### src/rtl/video_pkg.sv
// Shared types and nominal timing for the display video bus (capture and display sides).
// Latency: n/a (declarations and one pure function only).
// Backpressure: n/a.
package video_pkg;

  // Nominal timing: pixel periods per line, lines per frame, active window.
  localparam int H_TOTAL  = 858;
  localparam int V_TOTAL  = 525;
  localparam int H_START  = 122;
  localparam int H_ACTIVE = 640;
  localparam int V_START  = 38;
  localparam int V_ACTIVE = 400;

  localparam int ADDR_W = 18;  // holds H_ACTIVE*V_ACTIVE-1 = 255999
  localparam int CNT_W  = 10;  // holds H_TOTAL and V_TOTAL

  typedef enum logic [3:0] {
    BLACK = 4'd0,
    BLUE  = 4'd1,
    RED   = 4'd2,
    GREEN = 4'd3,
    WHITE = 4'd4
  } colour_e;

  typedef struct packed {
    logic [3:0] y;
    logic [2:0] cr;
    logic [2:0] cb;
  } ycbcr_t;

  typedef enum logic [1:0] {
    SEARCH = 2'd0,
    TRAIN  = 2'd1,
    LOCKED = 2'd2
  } cap_state_e;

  // CRC-16-CCITT (poly 0x1021), one nibble shifted in MSB first.
  function automatic logic [15:0] crc16_nibble(input logic [15:0] crc, input logic [3:0] nib);
    logic [15:0] c;
    c = crc;
    for (int i = 3; i >= 0; i--) begin
      if (c[15] ^ nib[i]) c = {c[14:0], 1'b0} ^ 16'h1021;
      else                c = {c[14:0], 1'b0};
    end
    return c;
  endfunction

endpackage

### src/rtl/video_capture_if.sv
// Display video bus plus frame-buffer write bus seen by the capture block.
// Latency: n/a (wires only).
// Backpressure: none; the video side is free-running and writes are fire-and-forget strobes.
// slave  : capture block (samples video, drives writes)
// master : video source / frame buffer side
interface video_capture_if;
  import video_pkg::*;

  logic              pix_clk_in;
  logic              hsync_in;    // active low
  logic              vsync_in;    // active low
  logic [3:0]        y_in;
  logic [2:0]        cr_in;
  logic [2:0]        cb_in;
  logic [ADDR_W-1:0] wr_addr;
  logic [3:0]        wr_data;
  logic              wr_en;
  logic              frame_done;

  modport slave (
    input  pix_clk_in, hsync_in, vsync_in, y_in, cr_in, cb_in,
    output wr_addr, wr_data, wr_en, frame_done
  );

  modport master (
    output pix_clk_in, hsync_in, vsync_in, y_in, cr_in, cb_in,
    input  wr_addr, wr_data, wr_en, frame_done
  );
endinterface

### src/rtl/video_capture_ycbcr_decode.sv
// Maps a 4/3/3 YCbCr sample to a colour index; unknown codes give BLACK with valid low.
// Latency: combinational.
// Backpressure: n/a.
// Ports: pix (sample in), idx (colour index out), valid (sample matched a table entry).
module ycbcr_decode
  import video_pkg::*;
(
  input  ycbcr_t  pix,
  output colour_e idx,
  output logic    valid
);
  always_comb begin
    idx   = BLACK;
    valid = 1'b1;
    case (pix)
      10'b0001_100_100: idx = BLACK;
      10'b0100_010_111: idx = BLUE;
      10'b0010_110_000: idx = RED;
      10'b0000_000_000: idx = GREEN;
      10'b1001_100_100: idx = WHITE;
      default:          valid = 1'b0;
    endcase
  end
endmodule

### src/rtl/video_capture.sv
// Recovers frame timing from the display bus, locks to nominal timing and writes decoded pixels.
// Latency: 1 clk input register + 1 clk from pixel strobe to wr_en.
// Backpressure: none; writes are strobes and the frame buffer must accept every one.
// Ports: clk, reset_n (async active low); vif.slave (video in, frame-buffer writes out);
//   err_clear (clears sticky flags); locked, sync_err, decode_err status;
//   frame_crc (only when VIDEO_CAPTURE_CRC_EN is defined): CRC-16 of the last frame's wr_data.
module video_capture #(
  parameter int H_TOTAL  = video_pkg::H_TOTAL,
  parameter int V_TOTAL  = video_pkg::V_TOTAL,
  parameter int H_START  = video_pkg::H_START,
  parameter int H_ACTIVE = video_pkg::H_ACTIVE,
  parameter int V_START  = video_pkg::V_START,
  parameter int V_ACTIVE = video_pkg::V_ACTIVE
) (
  input  logic           clk,
  input  logic           reset_n,
  video_capture_if.slave vif,
  input  logic           err_clear,
  output logic           locked,
  output logic           sync_err,
  output logic           decode_err
`ifdef VIDEO_CAPTURE_CRC_EN
  ,
  output logic [15:0]    frame_crc
`endif
);
  import video_pkg::*;

  localparam logic [ADDR_W-1:0] LAST_ADDR = ADDR_W'(H_ACTIVE * V_ACTIVE - 1);

  cap_state_e state_q, state_d;
  logic pix_q, pix_d, pix_prev_q, pix_prev_d, hs_q, hs_d, vs_q, vs_d, clr_q, clr_d;
  logic hs_last_q, hs_last_d, vs_last_q, vs_last_d;
  ycbcr_t px_q, px_d;
  logic [CNT_W-1:0] pcnt_q, pcnt_d, lcnt_q, lcnt_d;
  logic [ADDR_W-1:0] addr_q, addr_d, wr_addr_q, wr_addr_d;
  logic [3:0] wr_data_q, wr_data_d;
  logic wr_en_q, wr_en_d, frame_done_q, frame_done_d;
  logic sync_err_q, sync_err_d, decode_err_q, decode_err_d;
`ifdef VIDEO_CAPTURE_CRC_EN
  logic [15:0] crc_run_q, crc_run_d, frame_crc_q, frame_crc_d, crc_next;
`endif

  logic strobe, hs_fall, vs_fall, active, chk_fail, do_wr, dec_valid;
  logic [CNT_W-1:0] pix_idx, line_idx;
  colour_e dec_idx;

  ycbcr_decode u_decode (.pix(px_q), .idx(dec_idx), .valid(dec_valid));

  // Next state: SEARCH waits for a frame start, TRAIN needs one clean frame, LOCKED writes.
  always_comb begin
    state_d = state_q;
    case (state_q)
      SEARCH:  if (vs_fall) state_d = TRAIN;
      TRAIN:   if (chk_fail) state_d = SEARCH; else if (vs_fall) state_d = LOCKED;
      LOCKED:  if (chk_fail) state_d = SEARCH;
      default: state_d = SEARCH;
    endcase
  end

  always_comb begin
    pix_d = vif.pix_clk_in;  pix_prev_d = pix_q;
    hs_d  = vif.hsync_in;    vs_d = vif.vsync_in;  clr_d = err_clear;
    px_d  = {vif.y_in, vif.cr_in, vif.cb_in};
    hs_last_d = hs_last_q;  vs_last_d = vs_last_q;
    pcnt_d = pcnt_q;  lcnt_d = lcnt_q;  addr_d = addr_q;
    wr_addr_d = wr_addr_q;  wr_data_d = wr_data_q;

    strobe  = pix_q & ~pix_prev_q;
    // Sync edges compare the levels seen at consecutive strobes, not consecutive clocks.
    hs_fall = strobe & hs_last_q & ~hs_q;
    vs_fall = strobe & vs_last_q & ~vs_q;

    // Position of the pixel carried by this strobe.
    pix_idx  = hs_fall ? '0 : pcnt_q + 1'b1;
    line_idx = hs_fall ? (vs_fall ? '0 : lcnt_q + 1'b1) : lcnt_q;
    active   = (pix_idx  >= CNT_W'(H_START)) && (pix_idx  < CNT_W'(H_START + H_ACTIVE)) &&
               (line_idx >= CNT_W'(V_START)) && (line_idx < CNT_W'(V_START + V_ACTIVE));

    // The counters still hold the last index of the ending line/frame at the falling edge.
    chk_fail = (state_q != SEARCH) &&
               ((hs_fall && (pcnt_q != CNT_W'(H_TOTAL - 1))) ||
                (vs_fall && (lcnt_q != CNT_W'(V_TOTAL - 1))));

    do_wr        = strobe & (state_q == LOCKED) & active;
    wr_en_d      = do_wr;
    frame_done_d = do_wr & (addr_q == LAST_ADDR);

    if (strobe) begin
      hs_last_d = hs_q;
      vs_last_d = vs_q;
      pcnt_d    = pix_idx;
      lcnt_d    = line_idx;
    end
    if (do_wr) begin
      wr_addr_d = addr_q;
      wr_data_d = dec_idx;
      addr_d    = addr_q + 1'b1;
    end
    if (vs_fall) addr_d = '0;

    // A new error in the same cycle as a clear leaves the flag set.
    sync_err_d   = chk_fail ? 1'b1 : (clr_q ? 1'b0 : sync_err_q);
    decode_err_d = (do_wr && !dec_valid) ? 1'b1 : (clr_q ? 1'b0 : decode_err_q);

`ifdef VIDEO_CAPTURE_CRC_EN
    crc_run_d   = crc_run_q;
    frame_crc_d = frame_crc_q;
    crc_next    = crc16_nibble(crc_run_q, dec_idx);
    if (vs_fall) crc_run_d = 16'hFFFF;
    if (do_wr) begin
      crc_run_d = crc_next;
      if (addr_q == LAST_ADDR) frame_crc_d = crc_next;
    end
`endif
  end

  always_ff @(posedge clk or negedge reset_n) begin
    if (!reset_n) state_q <= SEARCH;
    else          state_q <= state_d;
  end

  always_ff @(posedge clk or negedge reset_n) begin
    if (!reset_n) begin
      pix_q <= 1'b0;  pix_prev_q <= 1'b0;  hs_q <= 1'b0;  vs_q <= 1'b0;  clr_q <= 1'b0;
      hs_last_q <= 1'b0;  vs_last_q <= 1'b0;  px_q <= '0;
      pcnt_q <= '0;  lcnt_q <= '0;  addr_q <= '0;
      wr_addr_q <= '0;  wr_data_q <= '0;  wr_en_q <= 1'b0;  frame_done_q <= 1'b0;
      sync_err_q <= 1'b0;  decode_err_q <= 1'b0;
`ifdef VIDEO_CAPTURE_CRC_EN
      crc_run_q <= 16'hFFFF;  frame_crc_q <= '0;
`endif
    end else begin
      pix_q <= pix_d;  pix_prev_q <= pix_prev_d;  hs_q <= hs_d;  vs_q <= vs_d;  clr_q <= clr_d;
      hs_last_q <= hs_last_d;  vs_last_q <= vs_last_d;  px_q <= px_d;
      pcnt_q <= pcnt_d;  lcnt_q <= lcnt_d;  addr_q <= addr_d;
      wr_addr_q <= wr_addr_d;  wr_data_q <= wr_data_d;  wr_en_q <= wr_en_d;
      frame_done_q <= frame_done_d;
      sync_err_q <= sync_err_d;  decode_err_q <= decode_err_d;
`ifdef VIDEO_CAPTURE_CRC_EN
      crc_run_q <= crc_run_d;  frame_crc_q <= frame_crc_d;
`endif
    end
  end

  assign vif.wr_addr    = wr_addr_q;
  assign vif.wr_data    = wr_data_q;
  assign vif.wr_en      = wr_en_q;
  assign vif.frame_done = frame_done_q;
  assign locked         = (state_q == LOCKED);
  assign sync_err       = sync_err_q;
  assign decode_err     = decode_err_q;
`ifdef VIDEO_CAPTURE_CRC_EN
  assign frame_crc      = frame_crc_q;
`endif

endmodule
### src/flat_wrapper.sv
// flat-port wrapper written by rule: the top's interface ports become plain ports
module video_capture_flat import video_pkg::*;
#(
  parameter int H_TOTAL  = video_pkg::H_TOTAL,
  parameter int V_TOTAL  = video_pkg::V_TOTAL,
  parameter int H_START  = video_pkg::H_START,
  parameter int H_ACTIVE = video_pkg::H_ACTIVE,
  parameter int V_START  = video_pkg::V_START,
  parameter int V_ACTIVE = video_pkg::V_ACTIVE
)
  (clk, reset_n, err_clear, locked, sync_err, decode_err, vif_pix_clk_in, vif_hsync_in, vif_vsync_in, vif_y_in, vif_cr_in, vif_cb_in, vif_wr_addr, vif_wr_data, vif_wr_en, vif_frame_done);
  video_capture_if vif_i ();
  input  logic clk;
  input  logic reset_n;
  input  logic err_clear;
  output logic locked;
  output logic sync_err;
  output logic decode_err;
  input wire logic [$bits(vif_i.pix_clk_in)-1:0] vif_pix_clk_in;
  input wire logic [$bits(vif_i.hsync_in)-1:0] vif_hsync_in;
  input wire logic [$bits(vif_i.vsync_in)-1:0] vif_vsync_in;
  input wire logic [$bits(vif_i.y_in)-1:0] vif_y_in;
  input wire logic [$bits(vif_i.cr_in)-1:0] vif_cr_in;
  input wire logic [$bits(vif_i.cb_in)-1:0] vif_cb_in;
  output wire logic [$bits(vif_i.wr_addr)-1:0] vif_wr_addr;
  output wire logic [$bits(vif_i.wr_data)-1:0] vif_wr_data;
  output wire logic [$bits(vif_i.wr_en)-1:0] vif_wr_en;
  output wire logic [$bits(vif_i.frame_done)-1:0] vif_frame_done;
  assign vif_i.pix_clk_in = vif_pix_clk_in;
  assign vif_i.hsync_in = vif_hsync_in;
  assign vif_i.vsync_in = vif_vsync_in;
  assign vif_i.y_in = vif_y_in;
  assign vif_i.cr_in = vif_cr_in;
  assign vif_i.cb_in = vif_cb_in;
  assign vif_wr_addr = vif_i.wr_addr;
  assign vif_wr_data = vif_i.wr_data;
  assign vif_wr_en = vif_i.wr_en;
  assign vif_frame_done = vif_i.frame_done;
  video_capture #(.H_TOTAL(H_TOTAL), .V_TOTAL(V_TOTAL), .H_START(H_START), .H_ACTIVE(H_ACTIVE), .V_START(V_START), .V_ACTIVE(V_ACTIVE)) u_core (.clk(clk), .reset_n(reset_n), .vif(vif_i), .err_clear(err_clear), .locked(locked), .sync_err(sync_err), .decode_err(decode_err));
endmodule
### config.mk
export PLATFORM = sky130hd
export DESIGN_NAME = video_capture_flat
export DESIGN_NICKNAME = d
export VERILOG_FILES = /design/src/rtl/video_pkg.sv /design/src/rtl/video_capture_if.sv /design/src/rtl/video_capture_ycbcr_decode.sv /design/src/rtl/video_capture.sv /design/src/flat_wrapper.sv
export SDC_FILE = /design/constraint.sdc
export NUM_CORES = 1
export LEC_CHECK = 0
export CORE_ASPECT_RATIO = 0.8
export CORE_MARGIN = 2
export CORE_UTILIZATION = 51
export DETAILED_ROUTE_END_ITERATION = 8
export PLACE_DENSITY = 0.77
export SYNTH_ARGS = -nofsm -noshare
export SYNTH_HDL_FRONTEND = slang
export SYNTH_SLANG_ARGS = --single-unit
export TNS_END_PERCENT = 20
### constraint.sdc
create_clock -name clk -period 2.8 [get_ports clk]
set_input_delay 0.56 -clock clk [delete_from_list [all_inputs] [get_ports clk]]
set_output_delay 0.56 -clock clk [all_outputs]
set_load 0.02 [all_outputs]
; Word level (Yosys, flattened, before mapping)
; Cells that the tools add are included.
[op_classes]
addsub = 3
mul = 0
div = 0
magnitude_cmp = 4
n_eq_ne = 12
shift = 0
muxes = 15
bitwise_logic = 11
n_reduce_logical = 17
[ops]
columns = op, n
row1 = $mux 18, 2
row2 = $mux 10, 3
row3 = $add 10x1->10 const B, 2
row4 = $ne 10x10->1 const B, 2
row5 = $add 18x1->18 const B, 1
row6 = $eq 18x18->1 const B, 1
row7 = $pmux 3 s4, 1
row8 = $eq 10x10->1 const B, 1
row9 = $eq 10x7->1 const B, 1
row10 = $eq 10x8->1 const B, 1
row11 = $eq 10x9->1 const B, 1
row12 = $ge 10x6->1 const B, 1
row13 = $ge 10x7->1 const B, 1
row14 = $logic_not 10->1, 1
row15 = $lt 10x10->1 const B, 1
row16 = $lt 10x9->1 const B, 1
row17 = $and 1x1->1, 8
row18 = $mux 2, 4
row19 = $reduce_bool 2->1, 4
row20 = $logic_and 1x1->1, 7
row21 = $pmux 2 s3, 1
row22 = $reduce_or 5->1, 1
row23 = $mux 1, 4
row24 = $ne 2x1->1 const B, 2
row25 = other kinds (8), 10
[word_totals]
ff_bits = 83
latchBits = 0
ramBits = 0
rom_bits = 0
in_bits = 16
output_inout_bits = 27
word_cells = 82
n_memories = 0

; Longest topological paths before layout
[logic_depth]
depth_word = 12
mapped_depth = 13
depth_no_buf = 10

; Modules after synthesis
; A second synthesis with hierarchy kept.
[unflattened]
hier_cells = 410
area_unflattened_um2 = 4139.0
[modules_own_cells]
columns = module, n_inst, cells_per_inst, area_each_um2
row1 = video_capture, 1, 393, 4016.4
row2 = ycbcr_decode, 1, 17, 122.6

; Least setup slack after synthesis
; OpenSTA, ideal clock, no wires.
[synth_timing]
path_kind = flip-flop to flip-flop
from = reg u_core.pcnt_q[0]
to = reg u_core.addr_q[16]
setup_ns = 0.136
t_arrival_ns = 2.702
required_time_ns = 2.664
path_slack_ns = -0.039
path_stages_with_launch = 13
n_path_buf = 3
cell_sequence = dfrtp_1 ha_1 clkbuf_1 a21boi_0 o221ai_1 a221o_1 nor2_1 o22ai_1 or3_1 buf_2 buf_4 o41ai_1 a21oi_1
[synth_between]
elab_chain_len = 8
elab_cells_between_ends = 9
cone_classes = add/sub: 1 / order compare: 2 / mux: 1 / bitwise: 1 / reduce/logical: 4
[synth_lines]
columns = element, line
row1 = "start, declared", video_capture.sv:35  ; logic [CNT_W-1:0] pcnt_q, pcnt_d, lcnt_q, lcnt_d;
row2 = "start signal, assigned", video_capture.sv:136  ; pcnt_q <= pcnt_d; lcnt_q <= lcnt_d; addr_q <= addr_d;
row3 = $add 10x1->10 (*), video_capture.sv:75  ; pix_idx = hs_fall ? '0 : pcnt_q + 1'b1;
row4 = $mux 10 (*), video_capture.sv:75
row5 = $ge 10x7->1 / $lt 10x10->1 (equally long branches), video_capture.sv:77  ; active = (pix_idx >= CNT_W'(H_START)) && (pix_idx < CNT_W'(H_START + H_ACTIVE)) &&
row6 = $logic_and 1x1->1 (*) (2 in a row), video_capture.sv:77
row7 = $logic_and 1x1->1 (*), video_capture.sv:78  ; (line_idx >= CNT_W'(V_START)) && (line_idx < CNT_W'(V_START + V_ACTIVE));
row8 = $and 1x1->1 (*), video_capture.sv:85  ; do_wr = strobe & (state_q == LOCKED) & active;
row9 = $reduce_bool 2->1 (no source line) (*), n/a
row10 = "end signal, assigned", video_capture.sv:136
row11 = "end, declared", video_capture.sv:36  ; logic [ADDR_W-1:0] addr_q, addr_d, wr_addr_q, wr_addr_d;
; Mark *: on every way between the ends. The rest lies on a longest branch, timed or not.
; A chain may end at the register's enable or synchronous reset.

; Worst setup path in the final report
[layout_timing]
from = reg u_core.pix_q, in the netlist u_core.pix_prev_d
to = reg u_core.addr_q[14]
[layout_between]
elab_chain_len = 10
elab_cells_between_ends = 19
cone_classes = order compare: 4 / mux: 4 / bitwise: 7 / reduce/logical: 4
[layout_lines]
columns = element, line
row1 = "start, declared", video_capture.sv:32  ; logic pix_q, pix_d, pix_prev_q, pix_prev_d, hs_q, hs_d, vs_q, vs_d, clr_q, clr_d;
row2 = "start signal, assigned", video_capture.sv:134  ; pix_q <= pix_d; pix_prev_q <= pix_prev_d; hs_q <= hs_d; vs_q <= vs_d; clr_q <= clr_d;
row3 = $and 1x1->1 (*), video_capture.sv:69  ; strobe = pix_q & ~pix_prev_q;
row4 = "$and 1x1->1, on equally long branches (2 in a row)", "video_capture.sv:72, video_capture.sv:71"
row5 = "$mux 10, on equally long branches", "video_capture.sv:76, video_capture.sv:75"
row6 = $mux 10 (tied with other cells), video_capture.sv:76  ; line_idx = hs_fall ? (vs_fall ? '0 : lcnt_q + 1'b1) : lcnt_q;
row7 = $ge 10x6->1 / $logic_and 1x1->1 (equally long branches), "video_capture.sv:78, video_capture.sv:77"
row8 = $logic_and 1x1->1, video_capture.sv:77
row9 = $logic_and 1x1->1, video_capture.sv:78
row10 = $and 1x1->1, video_capture.sv:85
row11 = $reduce_bool 2->1 (no source line), n/a
; Marks and branches as above.

==> impl_metrics.csv <==
group,metric,value,unit
status,outcome,"finished, violations left",
status,violations,"negative setup slack",
clock_network,root_buffer,"clkbuf_8",
power,finalPower,2.61,mW
setup_path,startpoint,"u_core.pix_prev_d",
clock_network,clkLatencyLatePin,0.35,ns
power,power.switching,748,uW
clock_network,htree_levels,3,
synthesis,synth_top_area_share,51.0,%
sta,hold_viol,0,
setup_path,cp.required,3.08,ns
sta,slew_headroom,59.8,%
clock_network,cts.sinks,82,
floorplanning,rows,28,
routing,route.detailed.drc,0,
synthesis,synth-edff-count,0,
synthesis,ys_warn_count,0,
floorplanning,core,7530,um^2
placed_design,placed_cells,572,
synthesis,syn_area_per_cell,9.94,um^2
synthesis,synth_nets,426,
power,combPwrFrac,17.4,%
setup_path,r2r_start,"u_core.pix_prev_d",
setup_path,cp_slowest_cell,"or4_4",
synthesis,synth_area,4030,um^2
final_layout,fillers,557,
sta,report.final.slew_viol_count,0,
setup_path,end_kind,"flop",
setup_path,endpoint,"u_core.addr_q[14]",
power,ir_worst_vdd,0.313,mV
synthesis,yosys-top-cells-area,"dfrtp_1 (51%), mux2_2 (5.0%), nand2_1 (3.5%), a21oi_1 (3.0%), o21ai_0 (2.9%)",
synthesis,synth_cells,405,
placed_design,dp_hpwl,6570,um
final_layout,diodes,0,
sta,min_period_over_period,101,%
routing,first_pass_iters,5,
setup_path,r2r_end,"u_core.addr_q[14]",
job,cap_viol_max_count,0,
power,swShare,28.6,%
final_layout,final_nets,505,
placed_design,gp_congestion,0.919,
global_route,grt_max_degree,46,
setup_path,critPathLaunchType,"flop",
floorplanning,start_util,53.5,%
clock_network,tritoncts,"built",
placed_design,dpl-instance-area,4810,um^2
setup_path,path_cells,"buf_4 -> and4bb_2 -> buf_4 -> a221o_1 -> nor2_1 -> o22ai_2 -> or3_4 -> or4_4 -> a21oi_2",
global_route,met1_usage,34.1,%
global_route,antenna_found_initial,0,
setup_path,crit_top_cell,"buf_4",
routing,via_count,3480,
synthesis,synthDistinctLibCells,55,
routing,wirelength,10100,um
final_layout,stdcell_area,5320,um^2
power,leakagePower,2.27,nW
synthesis,yosysMostFrequentCell,"dfrtp_1",
power,intPower,1.87,mW
final_layout,area_growth,32.1,%
routing,route.detailed.wl_per_inst,17.1,um
sta,period_needed,2.81,ns
final_layout,fin_cells,593,
hold_path,hp-class,"primary input to async pin",
synthesis,synth_area_leader_cell,"dfrtp_1",
placed_design,io_buffers,41,
setup_path,cp_max_fo,6,
clock_network,cts_buffers,9,
setup_path,slowest_delay,0.55,ns
global_route,grt_pass1_vias,3299,
global_route,grtUsageMet2,35.6,%
final_layout,drive_above_1_share,26.2,%
global_route,busiest_layer,"met2",
global_route,groute.usage.overall,23.4,%
sta,setup_ws,-0.0142,ns
synthesis,ys_seq_area_share,51.0,%
sta,setup_tns,-0.0150,ns
power,pwr-share-seq,50.7,%
routing,ant_nets,0,
sta,rsz0062_at_grt,"yes",
power,clkPwrFrac,31.9,%
sta,finalSetupViolations,2,
floorplanning,io_pins,43,
power,powerDensity,492,nW/um^2
synthesis,yosys-top-cells-count,"dfrtp_1 (82), nand2_1 (38), a21oi_1 (24)",
clock_network,clkTransAtPathRegs,0.08,ns
setup_path,rrSetupSlack,-0.01,ns
setup_path,reg2regPathDepth,9,
sta,fin_skew,0.00957,ns
global_route,grt_pass1_wl,15900,um
global_route,grt_overflow_total,0,
floorplanning,die_w,103,um
synthesis,ys_seq_elements,82,
synthesis,async_flop_share,100,%
sta,whs,0.210,ns
clock_network,clk_path_buf_depth,2,
setup_path,path_class,"flop to flop",
sta,max_freq,355,MHz
floorplanning,die_h,83.5,um
routing,drt-vias-per-instance,5.87,
floorplanning,dieArea,8630,um^2
clock_network,postCtsHoldBufs,0,
global_route,grt_use_met3,5.11,%
sta,worstMarginPinSlew,0.603,ns
routing,drtIter0Drc,238,
setup_path,critPathArrivalTime,3.10,ns
synthesis,synth-main-ff-cell,"dfrtp_1",
[critical path: cells and delay by family (launching register included)]
| family | cells | cell delay, ns |
|---|---|---|
| and+or+nand+nor | 4 | 1.41 |
| DFF | 1 | 0.43 |
| buffers and inverters | 2 | 0.33 |
| AOI/OAI and AO/OA | 3 | 0.57 |
[metrics by stage]
step | util [%] | worst slack (ns)
finish | 70.6 | -0.0142
global route | 70.6 | -0.0888
CTS | 67.7 | -0.0403
detailed placement | 63.9 | -0.289
global placement | 63.9 | -0.241
floorplan | - | -0.00402
[metal layers]
metal	share of wire (%)	wire length (um)
met1	45	4530
met2	48	4840
met3	6.0	610
met4	1.4	143
met5	0	0
[power groups by stage]
stage,Combinational [mW],Sequential (mW),Clock [mW]
2_1_floorplan,0.197,1.32,0
3_5_place_dp,0.404,1.34,0
4_1_cts,0.414,1.32,0.853
5_1_grt,0.500,1.34,0.909
6_report,0.455,1.33,0.834
3_3_place_gp,0.392,1.33,0
[worst min path at each step]
| stage | start | endpoint |
|---|---|---|
| after floorplan | reset_n | u_core.addr_q[0] |
| after global placement | u_core.state_q[1] | u_core.state_q[0] |
| after detailed placement | u_core.clr_q | u_core.sync_err |
| after CTS | reset_n | u_core.lcnt_q[2] |
| after global routing | reset_n | u_core.lcnt_q[2] |
| final | reset_n | u_core.lcnt_q[2] |
[flip-flops by register name, summed over array words and instances (netlist names), 2 cells and up]
register,count
u_core.lcnt_q,10
u_core.vif.wr_data,3
u_core.pcnt_q,10
u_core.vif.wr_addr,18
u_core.state_q,2
u_core.addr_q,18
u_core.px_q,10
[layout by cell type (no fill, tap or decap), drive strengths merged, types with 11 or more instances in the layout]
cell	instances
a21oi	25
and3	11
buf	51
clkbuf	11
clkdlybuf4s50	40
dfrtp	82
inv	16
mux2	18
nand2	38
nand3	16
nand4	13
nor2	23
nor3	11
o21ai	23
[logic make-up after synthesis]
logic type / synth area share, %
compound gates: 14.4
other cells: 0.0931
fa+ha+maj: 1.55
xor+xnor: 1.74
buf+inv: 4.38
simple gates: 21.1
mux: 5.78
flops: 51.0
[layout make-up]
| cell class | instances | area [um^2] | area share (%) |
|---|---|---|---|
| Multi-Input combinational cell | 283 | 2040 | 38.3 |
| Sequential cell | 82 | 2050 | 38.6 |
| Tap cell | 105 | 131 | 2.47 |
| Inverter | 16 | 67.6 | 1.27 |
| Timing Repair Buffer | 92 | 845 | 15.9 |
| Clock buffer | 10 | 128 | 2.40 |
| Clock inverter | 5 | 56.3 | 1.06 |
[timing repair]
item	CTS	global route
gates cloned	0	1
buffers inserted	3	3
gates resized for setup	13	39
setup endpoints to repair	41	38
pin swaps	4	21
hold endpoints to repair	0	0
(Power assumes the default switching activity.)
